### src/rtl/ladd_pipe.sv
// ladd_pipe: running-sum accumulator split into S-bit slices, one slice per pipeline stage, deskewed to a coherent output.
// Macro LADD_PIPE_OVF_EN builds the sticky overflow flag; without it ovf is tied to 0.
module ladd_pipe #(
    parameter int W = 16,
    parameter int S = 4
) (
    input  logic         clk,
    input  logic         rst,
    input  logic         in_valid,
    input  logic         clr,
    input  logic [W-1:0] x,
    output logic [W-1:0] a,
    output logic         out_valid,
    output logic         ovf
);
    localparam int N = W / S;

`ifdef LADD_PIPE_OVF_EN
    localparam bit OVF_EN = 1'b1;
    logic [N:0]   w_cin;
`else
    localparam bit OVF_EN = 1'b0;
    logic [N-1:0] w_cin;
`endif

    // Token tags and addend travel together; index k is what slice k sees at the next edge.
    logic         r_tv [0:N];
    logic         r_tc [0:N];
    logic [W-1:0] r_xp [0:N-1];
    logic [W-1:0] w_out;
    logic [W-1:0] r_a;
    logic         r_out_valid;

    always_ff @(posedge clk) begin
        if (rst) begin
            for (int k = 0; k <= N; k++) begin
                r_tv[k] <= 1'b0;
                r_tc[k] <= 1'b0;
            end
            for (int k = 0; k < N; k++) begin
                r_xp[k] <= '0;
            end
        end else begin
            r_tv[0] <= in_valid | clr;
            r_tc[0] <= clr;
            r_xp[0] <= in_valid ? x : '0;
            for (int k = 1; k <= N; k++) begin
                r_tv[k] <= r_tv[k-1];
                r_tc[k] <= r_tc[k-1];
            end
            for (int k = 1; k < N; k++) begin
                r_xp[k] <= r_xp[k-1];
            end
        end
    end

    assign w_cin[0] = 1'b0;

    genvar gi;
    generate
        for (gi = 0; gi < N; gi++) begin : g_slice
            localparam bit HAS_CY = (gi < N - 1) || OVF_EN;
            logic [S-1:0] r_acc;
            logic [S-1:0] w_base;
            logic [S-1:0] w_xs;
            logic [S-1:0] w_res;

            // A clr token loads the slice instead of adding to it.
            assign w_base = r_tc[gi] ? '0 : r_acc;
            assign w_xs   = r_xp[gi][gi*S +: S];

            if (HAS_CY) begin : g_cy
                logic [S:0] w_sum;
                logic       r_cy;
                assign w_sum = {1'b0, w_base} + {1'b0, w_xs} + (S+1)'(w_cin[gi]);
                assign w_res = w_sum[S-1:0];
                assign w_cin[gi+1] = r_cy;
                always_ff @(posedge clk) begin
                    if (rst) begin
                        r_cy <= 1'b0;
                    end else if (r_tv[gi]) begin
                        r_cy <= w_sum[S];
                    end
                end
            end else begin : g_nocy
                assign w_res = w_base + w_xs + S'(w_cin[gi]);
            end

            always_ff @(posedge clk) begin
                if (rst) begin
                    r_acc <= '0;
                end else if (r_tv[gi]) begin
                    r_acc <= w_res;
                end
            end

            // Lower slices finish earlier and wait here so the whole word lands together.
            if (gi < N - 1) begin : g_dsk
                localparam int D = N - 1 - gi;
                logic [S-1:0] r_dsk [0:D-1];
                always_ff @(posedge clk) begin
                    if (rst) begin
                        for (int j = 0; j < D; j++) begin
                            r_dsk[j] <= '0;
                        end
                    end else begin
                        r_dsk[0] <= r_acc;
                        for (int j = 1; j < D; j++) begin
                            r_dsk[j] <= r_dsk[j-1];
                        end
                    end
                end
                assign w_out[gi*S +: S] = r_dsk[D-1];
            end else begin : g_nodsk
                assign w_out[gi*S +: S] = r_acc;
            end
        end
    endgenerate

    always_ff @(posedge clk) begin
        if (rst) begin
            r_a         <= '0;
            r_out_valid <= 1'b0;
        end else begin
            r_out_valid <= r_tv[N];
            if (r_tv[N]) begin
                r_a <= w_out;
            end
        end
    end

    assign a         = r_a;
    assign out_valid = r_out_valid;

`ifdef LADD_PIPE_OVF_EN
    logic r_ovf;
    always_ff @(posedge clk) begin
        if (rst) begin
            r_ovf <= 1'b0;
        end else if (r_tv[N]) begin
            r_ovf <= w_cin[N] | (r_ovf & ~r_tc[N]);
        end
    end
    assign ovf = r_ovf;
`else
    assign ovf = 1'b0;
`endif

endmodule

### config.mk
export PLATFORM = sky130hd
export DESIGN_NAME = ladd_pipe
export DESIGN_NICKNAME = d
export VERILOG_FILES = /design/src/rtl/ladd_pipe.sv
export SDC_FILE = /design/constraint.sdc
export NUM_CORES = 1
export LEC_CHECK = 0
export CAP_MARGIN = 25
export CORE_UTILIZATION = 50
export CTS_CLUSTER_SIZE = 20
export DETAILED_ROUTE_END_ITERATION = 6
export PLACE_DENSITY = 0.8
export RECOVER_POWER = 25
export SLEW_MARGIN = 25
export SYNTH_ARGS = -nofsm -noshare
export SYNTH_HDL_FRONTEND = slang
export SYNTH_SLANG_ARGS = --single-unit
### constraint.sdc
create_clock -name clk -period 1.7 [get_ports clk]
set_clock_uncertainty 0.05 [all_clocks]
set_input_delay 0.34 -clock clk [delete_from_list [all_inputs] [get_ports clk]]
set_output_delay 0.34 -clock clk [all_outputs]
set_load 0.02 [all_outputs]
# Word level (Yosys, flattened, before mapping)
# Memory sizes are Yosys's and may differ from the RTL's. A register that Yosys moved wholly into a read port is not among the register bits.
# Cells that the tools add are included.
# totals
wordCells,72
regBits,36
mem_bits_rw,98
memories,6
# memory_table
memory,depth,width,rd,rd_ports_with_merged_regs,wr,line,source
r_xp,4,16,4,0,4,29,logic [W-1:0] r_xp [0:N-1];
g_slice[0].g_dsk.r_dsk,3,4,3,1,3,100,logic [S-1:0] r_dsk [0:D-1];
g_slice[1].g_dsk.r_dsk,2,4,2,1,2,100,
r_tc,5,1,4,0,5,28,logic r_tc [0:N];
r_tv,5,1,5,0,5,27,logic r_tv [0:N];
g_slice[2].g_dsk.r_dsk,1,4,1,1,1,100,
# op_classes
muxes,29
n_reduce_logical,1
addsub,7
bitwise_logic,20
# op_table
operator,count
2-to-1 mux 16 bit,5
2-to-1 mux 4 bit,10
OR 1 bit,20
adder 4 x 4 -> 5 bit,3
2-to-1 mux 1 bit,14
adder 5 x 1 -> 5 bit,2
adder 4 x 1 -> 4 bit,1
adder 4 bit,1
OR reduction 4 bit,1

# Depth between registers and ports, before layout
# Gate-level depths: netlist (run 1).
# An unclocked memory read counts as a cell.
# depth
depth_word,4
ltp_mapped,7
depth_no_buf,7

# Least setup slack after synthesis (run 1)
# No wires, ideal clock.
# synth_path
kind,reg2reg
start,"mem r_tc[2][0], in the netlist r_tc[0][2]"
end,reg g_slice[2].g_cy.r_cy
setup_ns,0.091
period_less_slack_ns,1.827
required_time_ns,1.559
path_buffers,0
slack_ns,-0.127
stages_incl_launch_ff,7
t_arrival_ns,1.686
cell_sequence,dfxtp_1 nand2b_1 fa_1 fa_1 nor2b_1 o21ai_0 a311oi_1
# synth_rtl
item,line,source
start: declaration,28,
end signal: assignment,82,r_cy <= w_sum[S];
end: declaration,74,logic r_cy;

==> results.md, run 1 <==
- Clk network pwr share: 32.5%
- Sw Share: 23.2%
- Critical path depth: 6
- Drc violations: 0
- Post-Syn Instances: 362
- Die Ht: 90.5 um
- Synth Warn #: 0
- Sink Count: 109
- Syn Nets: 401
- Max-slew violation count: 0
- CP Launch Point: r_tc[0][2]$_SDFF_PP0_
- Dominant synthesized flop cell: dfxtp_1
- Drt wl/cell: 10.7 um
- Hold-fix buffers, CTS: 0
- Die X: 90.5 um
- Die area: between 8000 and 9000 um2
- Total GRT Usage: 14.4%
- CP startpoint kind: register
- Power per standard cell area: ~900 nW/um2
- Top cells by area, synth: dfxtp_1 (56%), nor2b_1 (11%), mux2i_1 (5.6%), ha_1 (3.8%), fa_1 (3.6%)
- Antenna Nets Post-Route: 0
- P_leak: 1.91 nW
- Max VDD drop: 0.000481 V
- R2R depth: 6
- Clock Tree Buf Depth: 2
- RSZ-0062 raised after global routing: yes
- DP HPWL: about 3800 um
- Crit-path cells: nand2b_4 > fa_2 > fa_2 > nor2b_1 > o21ai_1 > a311oi_1
- Tmin final: ~1.7 ns
- Area growth syn-to-layout: 20.4%
- Flop pwr share: between 60 and 70%
- Fmax: 0.575 GHz
- R2r setup slk: -0.04 ns
- Worst Setup Path Type: register to register
- Standard-cell rows: 31
- Reg clk slew, reported paths: 0.10 ns
- Crit path largest cell delay: roughly 0.37 ns
- Critical Path RT: a little under 2 ns
- Most common library cells after synthesis: dfxtp_1 (109), nor2b_1 (71), nor2_1 (32)
- Synthesized cell area: 3910 um2
- Initial antenna violation count: 0
- Fin. Hold Viols: 0
- Num ports: 38
- H-tree depth: 3
- Post-Layout Cell Count: 509
- Critical path's most frequent cell: fa_2
- Library cells used by synthesis: 36
- Register area share after synthesis: 55.8%
- Clk root buf: clkbuf_8
- Vias in the first global route: 2,257
- Reg2Reg Launch Point: r_tc[0][2]$_SDFF_PP0_
- Initial DRC Count: about 110
- CP bufs+invs: 0
- Critical path peak fanout: 2
- DR vias: around 2.4k
- Failing checks: setup timing
- Clock latency on the worst-skew pair: roughly 0.36 ns
- GP Congestion: about 0.8
- Pin count of the biggest net entering global routing: 22
- DP Cell Count: 492
- Most frequent cell after synthesis: dfxtp_1
- Max-cap violations: 0
- Logic pwr share: 5.7%
- Post-synthesis register bit count: 109
- Crit end category: register
- Sink of the worst hold path: g_slice[2].r_acc[2]$_SDFFE_PP0P_
- # setup viols final: 1
- Syn avg cell area: 10.8 um2
- Hold WC Path Type: input port to register
- Final worst slack: -0.0377 ns
- Yosys top cell by area: dfxtp_1
- Slowest-stage cell, CP: fa_2
- Worst R2R End: g_slice[2].g_cy.r_cy$_SDFFE_PP0P_
- Async set or reset register ratio after synthesis: 0%
- Run status: finished, violations left
- Final #Nets: between 400 and 500
- HP Start: rst
- Final worst path period share: 102%
- ANT cells: 0
- Arrival @ worst endpoint: 1.97 ns
- Fraction of layout cells with a size suffix above 1: 15.4%
- First-pass GRT wire length: 9430 um
- Drt pass-1 iters: 4
- EDFF count, synth: 0
- PortBufs: 36
- CP top delay family: adder cells
- CTS tree: done
- Post-synth top area share: about 56%
- Congestion Overflow GR: 0
- Core footprint: 7410 um2
- Initial core utilization: between 50% and 60%
- CTS buffer count: 9
- Cells on Worst Hold Path: 2
- Routed Wire Length: approximately 5400 um
- Internal: 3.31 mW
- Vias per cell: 4.68
- Setup_tns: -0.0377 ns
- NetSw: 1.00 mW
==> placed cells by master (no fill, tap or decap), types with 9 or more instances in the layout <==
| cell type | n |
|---|---|
| and2_1 | 16 |
| inv_1 | 17 |
| nor2_1 | 32 |
| dlygate4sd2_1 | 16 |
| mux2i_1 | 22 |
| nor2b_1 | 69 |
| clkbuf_8 | 9 |
| buf_4 | 15 |
| clkdlybuf4s50_1 | 17 |
| ha_1 | 10 |
| dfxtp_1 | 101 |
==> worst register-to-register path: cells and delay by family, from the launching register on <==
kind                       cells  cell delay (ns)
AOI/OAI and AO/OA              2             0.30
adders and majority gates      2             0.72
DFF                            1             0.33
and+or+nand+nor                2             0.26
==> repair_timing <==
action / CTS / global route
pin swaps: 2 / 6
buffers inserted: 1 / 0
endpoints found under the setup margin: 22 / 13
resized for setup: 25 / 20
==> layout make-up <==
type | instances | area [um2]
Fill cell | 589 | 2700
Sequential cell | 109 | 2190
Tap cell | 99 | 124
Multi-Input combinational cell | 217 | 1700
Clock buffer | 9 | 124
Timing Repair Buffer | 51 | 450
Clock inverter | 7 | 58.8
Inverter | 17 | 63.8
==> power groups by stage <==
stage / sequential, mW / clock (mW) / combinational [mW]
after global routing: 2.67 / 1.56 / 0.279
final: 2.66 / 1.40 / 0.248
after detailed placement: 2.72 / 0 / 0.237
after global placement: 2.71 / 0 / 0.228
after CTS: 2.66 / 1.46 / 0.240
after floorplan: 2.70 / 0 / 0.167
==> stage by stage <==
step / cell area [um2] / util, % / setup WS [ns] / power, mW / hold slack [ns]
after global routing: 4710 / 63.6 / -0.101 / 4.51 / 0.293
after global placement: 4450 / 60.0 / -0.00985 / 2.94 / 0.367
after detailed placement: 4450 / 60.0 / -0.0497 / 2.95 / 0.370
after CTS: 4640 / 62.6 / -0.0554 / 4.36 / 0.285
after floorplan: 3950 / - / 0.00333 / 2.86 / 0.364
final: 4710 / 63.6 / -0.0377 / 4.31 / 0.278
==> how the worst max path moves through the flow <==
| stage | to |
|---|---|
| after detailed placement | g_slice[2].g_cy.r_cy$_SDFFE_PP0P_ |
| after global placement | g_slice[2].g_cy.r_cy$_SDFFE_PP0P_ |
| after CTS | g_slice[2].g_cy.r_cy$_SDFFE_PP0P_ |
| after floorplan | g_slice[2].g_cy.r_cy$_SDFFE_PP0P_ |
| final | g_slice[2].g_cy.r_cy$_SDFFE_PP0P_ |
| after global routing | g_slice[2].g_cy.r_cy$_SDFFE_PP0P_ |
==> metal layers <==
layer	global-route usage, %	part of all wire [%]
met5	0	0
met3	3.37	3.4
met4	9.81	3.0
met2	23.7	48
met1	16.7	46
==> logic make-up (layout without fill, tap and decap cells) <==
| family | Yosys count | after routing | synth area share [%] |
|---|---|---|---|
| and+or+nand+nor | 143 | 143 | 21.2 |
| DFF | 109 | 109 | 55.8 |
| buffers and inverters | 36 | 84 | 3.81 |
| AOI/OAI and AO/OA | 27 | 27 | 4.99 |
| muxes | 22 | 22 | 5.63 |
| adders and majority gates | 19 | 19 | 7.42 |
| xor gates and xnor gates | 5 | 5 | 1.12 |
| other | 1 | 1 | 0.0958 |
==> sequential cells by signal (all words and copies together) (netlist names) <==
signal,count
a,16
g_slice.g_dsk.r_dsk,24
r_tc,4
g_slice.g_cy.r_cy,3
g_slice.r_acc,16
out_valid,1
r_tv,5
r_xp,40
Power figures use the tool's default switching activity.
==> run 2, diff against run 1 <==
--- a/config.mk
+++ b/config.mk
@@ -9,6 +9,7 @@
 export CORE_UTILIZATION = 50
 export CTS_CLUSTER_SIZE = 20
 export DETAILED_ROUTE_END_ITERATION = 6
+export GPL_TIMING_DRIVEN = 0
 export PLACE_DENSITY = 0.8
 export RECOVER_POWER = 25
 export SLEW_MARGIN = 25
==> run 2 against run 1 <==
  * The run still ends with setup timing left
  * Fmax shrank 2.2%
  * Routed wire length grew 13%
  * Cell area grew 0.61%
  * Critical endpoint unchanged
  * Largest cell class unchanged
  * Largest power group unchanged
  * Highest routed layer unchanged
==> results.md, run 2 (synthesized netlist as in run 1, its figures left out) <==
- Biggest register: r_xp
- ANT cells: 0 (unchanged)
- Fraction of layout cells with a size suffix above 1: 14.8% (-0.60 points)
- Final Util: 64.0% (+0.39 points)
- Core footprint: 7410 um2 (unchanged)
- Worst Setup Path Type: register to register
- Max-slew violation count: 0 (unchanged)
- Tmin final: 1.78 ns (+0.0399 ns)
- Fmax: 0.563 GHz (-2.2%)
- Final worst slack: -0.0775 ns (-0.0399 ns)
- Vias per cell: 4.68 (+0.17%)
- Clock latency on the worst-skew pair: 0.36 ns (about the same)
- CP top delay family: adder cells
- Design area: 4740 um2 (+0.61%)
- DR vias: 2,431 (+2.1%)
- Vias in the first global route: 2,368 (+4.9%)
- Max-cap violations: 0 (unchanged)
- CTS tree: done
- Sink Count: 109 (unchanged)
- CP startpoint kind: register
- Max VDD drop: 0.000487 V (+1.1%)
- Pin count of the biggest net entering global routing: 19 (-14%)
- First-pass GRT wire length: 10,700 um (+13%)
- CP bufs+invs: 0 (unchanged)
- CTS buffer count: 9 (unchanged)
- Worst hold slack: 0.349 ns (+0.0714 ns)
- Fin. Hold Viols: 0 (unchanged)
- Congestion Overflow GR: 0 (unchanged)
- P_leak: 1.94 nW (+1.8%)
- Die X: 90.5 um (unchanged)
- Arrival @ worst endpoint: 2.00 ns (+0.03 ns)
- Crit path largest cell delay: 0.36 ns (about the same)
- Drt wl/cell: 11.8 um (+11%)
- Setup_tns: -0.133 ns (-0.0950 ns)
- Hold-fix buffers, CTS: 0 (unchanged)
- Largest registers: r_xp: 40 flops, g_slice.g_dsk.r_dsk: 24 flops
- Final worst path period share: 105% (+2.3 points)
- Clock Tree Buf Depth: 2 (unchanged)
- Commonest non-fill, non-tap cells in the layout: dfxtp_1 (102), nor2b_1 (69), nor2_1 (32)
- Total GRT Usage: 16.5% (+2.0 points)
- Crit end category: register
- Failing checks: setup timing
- Antenna Nets Post-Route: 0 (unchanged)
- Die area: 8180 um2 (unchanged)
- Hold WC Path Type: input port to register
- Slew at the pin closest to its max-slew limit: 0.517 ns
- RSZ-0062 raised after global routing: yes
- Drt pass-1 iters: 4 (unchanged)
- Most common cell after layout, fill and taps aside: dfxtp_1
- Crit-path cells: nand2b_4 > fa_2 > fa_2 > nor2b_1 > o21ai_1 > a311oi_1
- Slowest-stage cell, CP: fa_2
- Final #Nets: 454 (+2.3%)
- Critical path peak fanout: 5 (+3)
- Slew HR: 65.5%
- Standard-cell rows: 31 (unchanged)
- Initial DRC Count: 47 (-55%)
- Clk root buf: clkbuf_8
- Setup WS pre-CTS: -0.128 ns (-0.0782 ns)
- Run status: finished, violations left
- Max FFs per register: 40 (unchanged)
- Area growth syn-to-layout: 21.1%
- Num ports: 38 (unchanged)
- DP HPWL: 4300 um (+12%)
- Routed Wire Length: 6130 um (+13%)
- Drc violations: 0 (unchanged)
- PortBufs: 35 (-2.8%)
- Initial antenna violation count: 0 (unchanged)
- GP Congestion: 0.793 (about the same)
- Die Ht: 90.5 um (unchanged)
- Reg clk slew, reported paths: 0.09 ns (about the same)
- DP Area: 4420 um2 (-0.56%)
- Initial core utilization: 52.8% (unchanged)
- H-tree depth: 3 (unchanged)
- Critical Path RT: 1.92 ns (about the same)
- Critical path's most frequent cell: fa_2
- Power per standard cell area: 940 nW/um2 (+2.6%)
- # setup viols final: 3 (+2)
==> run 2: cell types whose count changed in the layout (fill, tap and decap cells not counted), moves of 2 or more <==
| cell | change |
|---|---|
| dlygate4sd2_1 | -3 |
| dfxtp_2 | -3 |
| clkinv_4 | -2 |
| dfxtp_4 | +2 |
| inv_2 | +2 |
| clkbuf_1 | +11 |
| dlymetal6s2s_1 | +2 |
| buf_2 | +6 |
| buf_4 | -7 |
| inv_1 | -2 |
==> run 2: layer usage <==
layer / GRT usage (%) / share of wire, %
met1: 19.9 / 46
met2: 28.1 / 49
met3: 2.61 / 2.9
met4: 8.74 / 2.0
met5: 0 / 0
==> run 2: path summary, 6_finish.rpt <==
check                                             from                                 to  slack, ns  cells after the start
worst max-delay path             r_tc[0][2]$_SDFF_PP0_  g_slice[2].g_cy.r_cy$_SDFFE_PP0P_      -0.08                      6
worst min-delay path                               rst              r_tc[0][0]$_SDFF_PP0_       0.35                      2
worst max register to register   r_tc[0][2]$_SDFF_PP0_  g_slice[2].g_cy.r_cy$_SDFFE_PP0P_      -0.08                      6
worst min register to register  r_xp[0][44]$_SDFF_PP0_             r_xp[0][60]$_SDFF_PP0_       0.39                      1
==> run 2: layout make-up <==
cell class / count / area [um2]
multi-input combinational: 217 / 1680
sequential: 109 / 2200
clock inverter: 6 / 68.8
clock buffer: 10 / 128
buffer: 19 / 83.8
timing repair buffer: 42 / 394
fill: 596 / 2670
tap: 99 / 124
inverter: 17 / 63.8
==> run 2: power breakdown <==
part           switching, mW  internal [mW]  total [mW]
logic                  0.125          0.136       0.262
registers             0.0329           2.62        2.65
clock network          0.849          0.693        1.54
total                   1.01           3.45        4.45
==> run 2: repair_timing <==
action,4_1_cts,5_1_grt
endpoints found under the setup margin,23,15
resized for setup,29,17
pin swaps,7,7
gates cloned,0,0
setup buffers,3,4
==> run 2: per-stage QoR <==
stage / total power, mW / std cells
after floorplan: 2.86 / 362
after global placement: 2.94 / 496
after detailed placement: 2.95 / 496
after CTS: 4.47 / 515
after global routing: 4.63 / 519
final: 4.45 / 519
==> run 3, diff against run 2 <==
--- a/config.mk
+++ b/config.mk
@@ -6,6 +6,7 @@
 export NUM_CORES = 1
 export LEC_CHECK = 0
 export CAP_MARGIN = 25
+export CORE_ASPECT_RATIO = 1.25
 export CORE_UTILIZATION = 50
 export CTS_CLUSTER_SIZE = 20
 export DETAILED_ROUTE_END_ITERATION = 6
==> run 3 against run 2 <==
  * The flow still finishes with violations (setup timing)
  * Routed wire length shrank 1.9%
  * Power decreased by 2.6%
  * Worst hold slack got worse by 0.016 ns
  * Largest cell class unchanged
  * Largest power group unchanged
==> results.md, run 3 (synthesized netlist as in run 1, its figures left out) <==
- Max-slew violation count: 0 (unchanged)
- Max-cap violations: 0 (unchanged)
- Crit-path cells: nand2b_4 > fa_2 > fa_2 > nor2b_2 > o21ai_2 > a311oi_1
- Fraction of layout cells with a size suffix above 1: 16.2% (+1.5 points)
- CP startpoint kind: register
- Fmax: 0.568 GHz (+0.98%)
- Num ports: 38 (unchanged)
- HP Start: rst
- Power per standard cell area: 913 nW/um2 (-2.8%)
- Sink Count: 109 (unchanged)
- Crit path largest cell delay: 0.37 ns (about the same)
- Most common cell after layout, fill and taps aside: dfxtp_1
- PortBufs: 35 (unchanged)
- Crit end category: register
- Slew HR: 66.6% (+1.1 points)
- Initial DRC Count: 110 (+130%)
- Area growth syn-to-layout: 21.4%
- Max FFs per register: 40 (unchanged)
- Run status: finished, violations left
- Drt pass-1 iters: 4 (unchanged)
- Multi-input logic area: 1720 um2 (+2.5%)
- Drt wl/cell: 11.8 um (-0.36%)
- CP bufs+invs: 0 (unchanged)
- R2R depth: 6 (unchanged)
- Drc violations: 0 (unchanged)
- Final #Nets: 453 (-0.22%)
- CTS tree: done
- CP top delay family: adder cells
- Clock latency on the worst-skew pair: 0.37 ns (about the same)
- ANT cells: 0 (unchanged)
- Clock Tree Buf Depth: 2 (unchanged)
- DP HPWL: 4330 um (+0.79%)
- Critical path peak fanout: 2 (-3)
- Arrival @ worst endpoint: 1.99 ns (about the same)
- Failing checks: setup timing
- Slew at the pin closest to its max-slew limit: 0.500 ns (-0.0168 ns)
- Worst R2R End: g_slice[2].g_cy.r_cy$_SDFFE_PP0P_
- Reg clk slew, reported paths: 0.09 ns (about the same)
- Pin count of the biggest net entering global routing: 19 (unchanged)
- Reg2Reg Launch Point: r_tc[0][2]$_SDFF_PP0_
- Initial antenna violation count: 0 (unchanged)
- Vias per cell: 4.83 (+3.1%)
- Antenna Nets Post-Route: 0 (unchanged)
- GP Congestion: 0.762 (-3.9%)
- Fin. Hold Viols: 0 (unchanged)
- Die Ht: 101 um (+12%)
- Sink of the worst hold path: r_tc[0][0]$_SDFF_PP0_
- Hold WC Path Type: input port to register
- Final Util: 63.4% (-0.52 points)
- Core footprint: 7490 um2 (+1.1%)
- Cells on Worst Hold Path: 2 (unchanged)
- DR vias: 2,467 (+1.5%)
- Tmin final: 1.76 ns (-0.0173 ns)
- Critical Path RT: 1.93 ns (about the same)
- # setup viols final: 2 (-1)
- FF/Latch Area: 2200 um2 (+0.11%)
- Critical path's most frequent cell: fa_2
- Slowest-stage cell, CP: fa_2
- Total GRT Usage: 16.6% (+0.15 points)
- Clk root buf: clkbuf_8
- Number of fill cells in the layout: 604 (+1.3%)
- Largest registers: r_xp: 40 flops, g_slice.g_dsk.r_dsk: 24 flops
- Biggest register: r_xp
- R2r setup slk: -0.06 ns (+0.02 ns)
- H-tree depth: 3 (unchanged)
- Vias in the first global route: 2,349 (-0.80%)
- RSZ-0062 raised after global routing: yes
- P_leak: 1.90 nW (-2.0%)
- Max VDD drop: 0.000506 V (+4.0%)
- Standard-cell rows: 35 (+13%)
- Initial core utilization: 52.2% (-0.56 points)
- Final worst slack: -0.0603 ns (+0.0173 ns)
- Congestion Overflow GR: 0 (unchanged)
- Commonest non-fill, non-tap cells in the layout: dfxtp_1 (100), nor2b_1 (67), nor2_1 (32)
- Die area: 8190 um2 (about the same)
- Routed Wire Length: 6020 um (-1.9%)
- Worst Setup Path Type: register to register
- Worst hold slack: 0.333 ns (-0.0162 ns)
- First-pass GRT wire length: 10,100 um (-5.6%)
- Final worst path period share: 104% (-1.0 points)
- CTS buffer count: 9 (unchanged)
- Die X: 81.1 um (-10%)
run 3: cell types whose count changed in the layout (fill, tap and decap cells not counted), moves of 2 or more:
cell,delta
o21ai_1,-2
dlygate4sd2_1,+3
nor2b_1,-2
dlymetal6s2s_1,-2
dfxtp_2,+2
buf_4,-2
dfxtp_1,-2
run 3: layout make-up:
cell class	count	share of cell area (%)
buffer	19	1.76
clock buffer	11	2.98
clock inverter	5	0.922
inverter	17	1.34
multi-input combinational	217	36.3
sequential	109	46.3
tap	92	2.42
timing repair buffer	41	8.03
run 3: power breakdown:
| group | switching, mW | internal, mW | leakage [nW] |
|---|---|---|---|
| Combinational | 0.126 | 0.136 | 0.927 |
| Sequential | 0.0320 | 2.62 | 0.890 |
| Clock | 0.837 | 0.591 | 0.0881 |
| Total | 0.994 | 3.34 | 1.90 |
run 3: worst max path at each step:
stage                          startpoint                           endpoint  slack [ns]  cells after the start
floorplan           r_tc[0][2]$_SDFF_PP0_  g_slice[2].g_cy.r_cy$_SDFFE_PP0P_       0.003                      6
global placement    r_tc[0][2]$_SDFF_PP0_  g_slice[2].g_cy.r_cy$_SDFFE_PP0P_       -0.09                      6
detailed placement  r_tc[0][3]$_SDFF_PP0_   g_slice[3].r_acc[3]$_SDFFE_PP0P_       -0.11                      6
CTS                 r_tc[0][2]$_SDFF_PP0_  g_slice[2].g_cy.r_cy$_SDFFE_PP0P_       -0.06                      6
global route        r_tc[0][2]$_SDFF_PP0_  g_slice[2].g_cy.r_cy$_SDFFE_PP0P_       -0.13                      6
finish              r_tc[0][2]$_SDFF_PP0_  g_slice[2].g_cy.r_cy$_SDFFE_PP0P_       -0.06                      6
run 3: per-layer routing:
| layer | wire (um) | vias up | GRT usage [%] |
|---|---|---|---|
| li1 | - | 1263 | - |
| met1 | 2460 | 1145 | 17.1 |
| met2 | 3170 | 47 | 29.8 |
| met3 | 210 | 12 | 3.08 |
| met4 | 178 | 0 | 11.4 |
| met5 | 0 | - | 0 |
run 3: timing repair:
item                                   in CTS  in global routing
endpoints found under the hold margin       0                  0
pin swaps                                   2                  8
hold buffers                                0                  0
gates resized for setup                    28                 29
setup buffers                               3                  3
setup endpoints to repair                  25                 13
run 3: per-stage QoR:
step / setup slack, ns / std cells / instance area, um2 / setup TNS, ns / total power, mW
6_report: -0.0603 / 511 / 4750 / -0.105 / 4.34
5_1_grt: -0.131 / 511 / 4750 / -0.449 / 4.53
4_1_cts: -0.0577 / 508 / 4620 / -0.173 / 4.36
3_5_place_dp: -0.114 / 489 / 4410 / -1.42 / 2.95
3_3_place_gp: -0.0886 / 489 / 4410 / -0.886 / 2.94
2_1_floorplan: 0.00333 / 362 / 3950 / 0 / 2.86
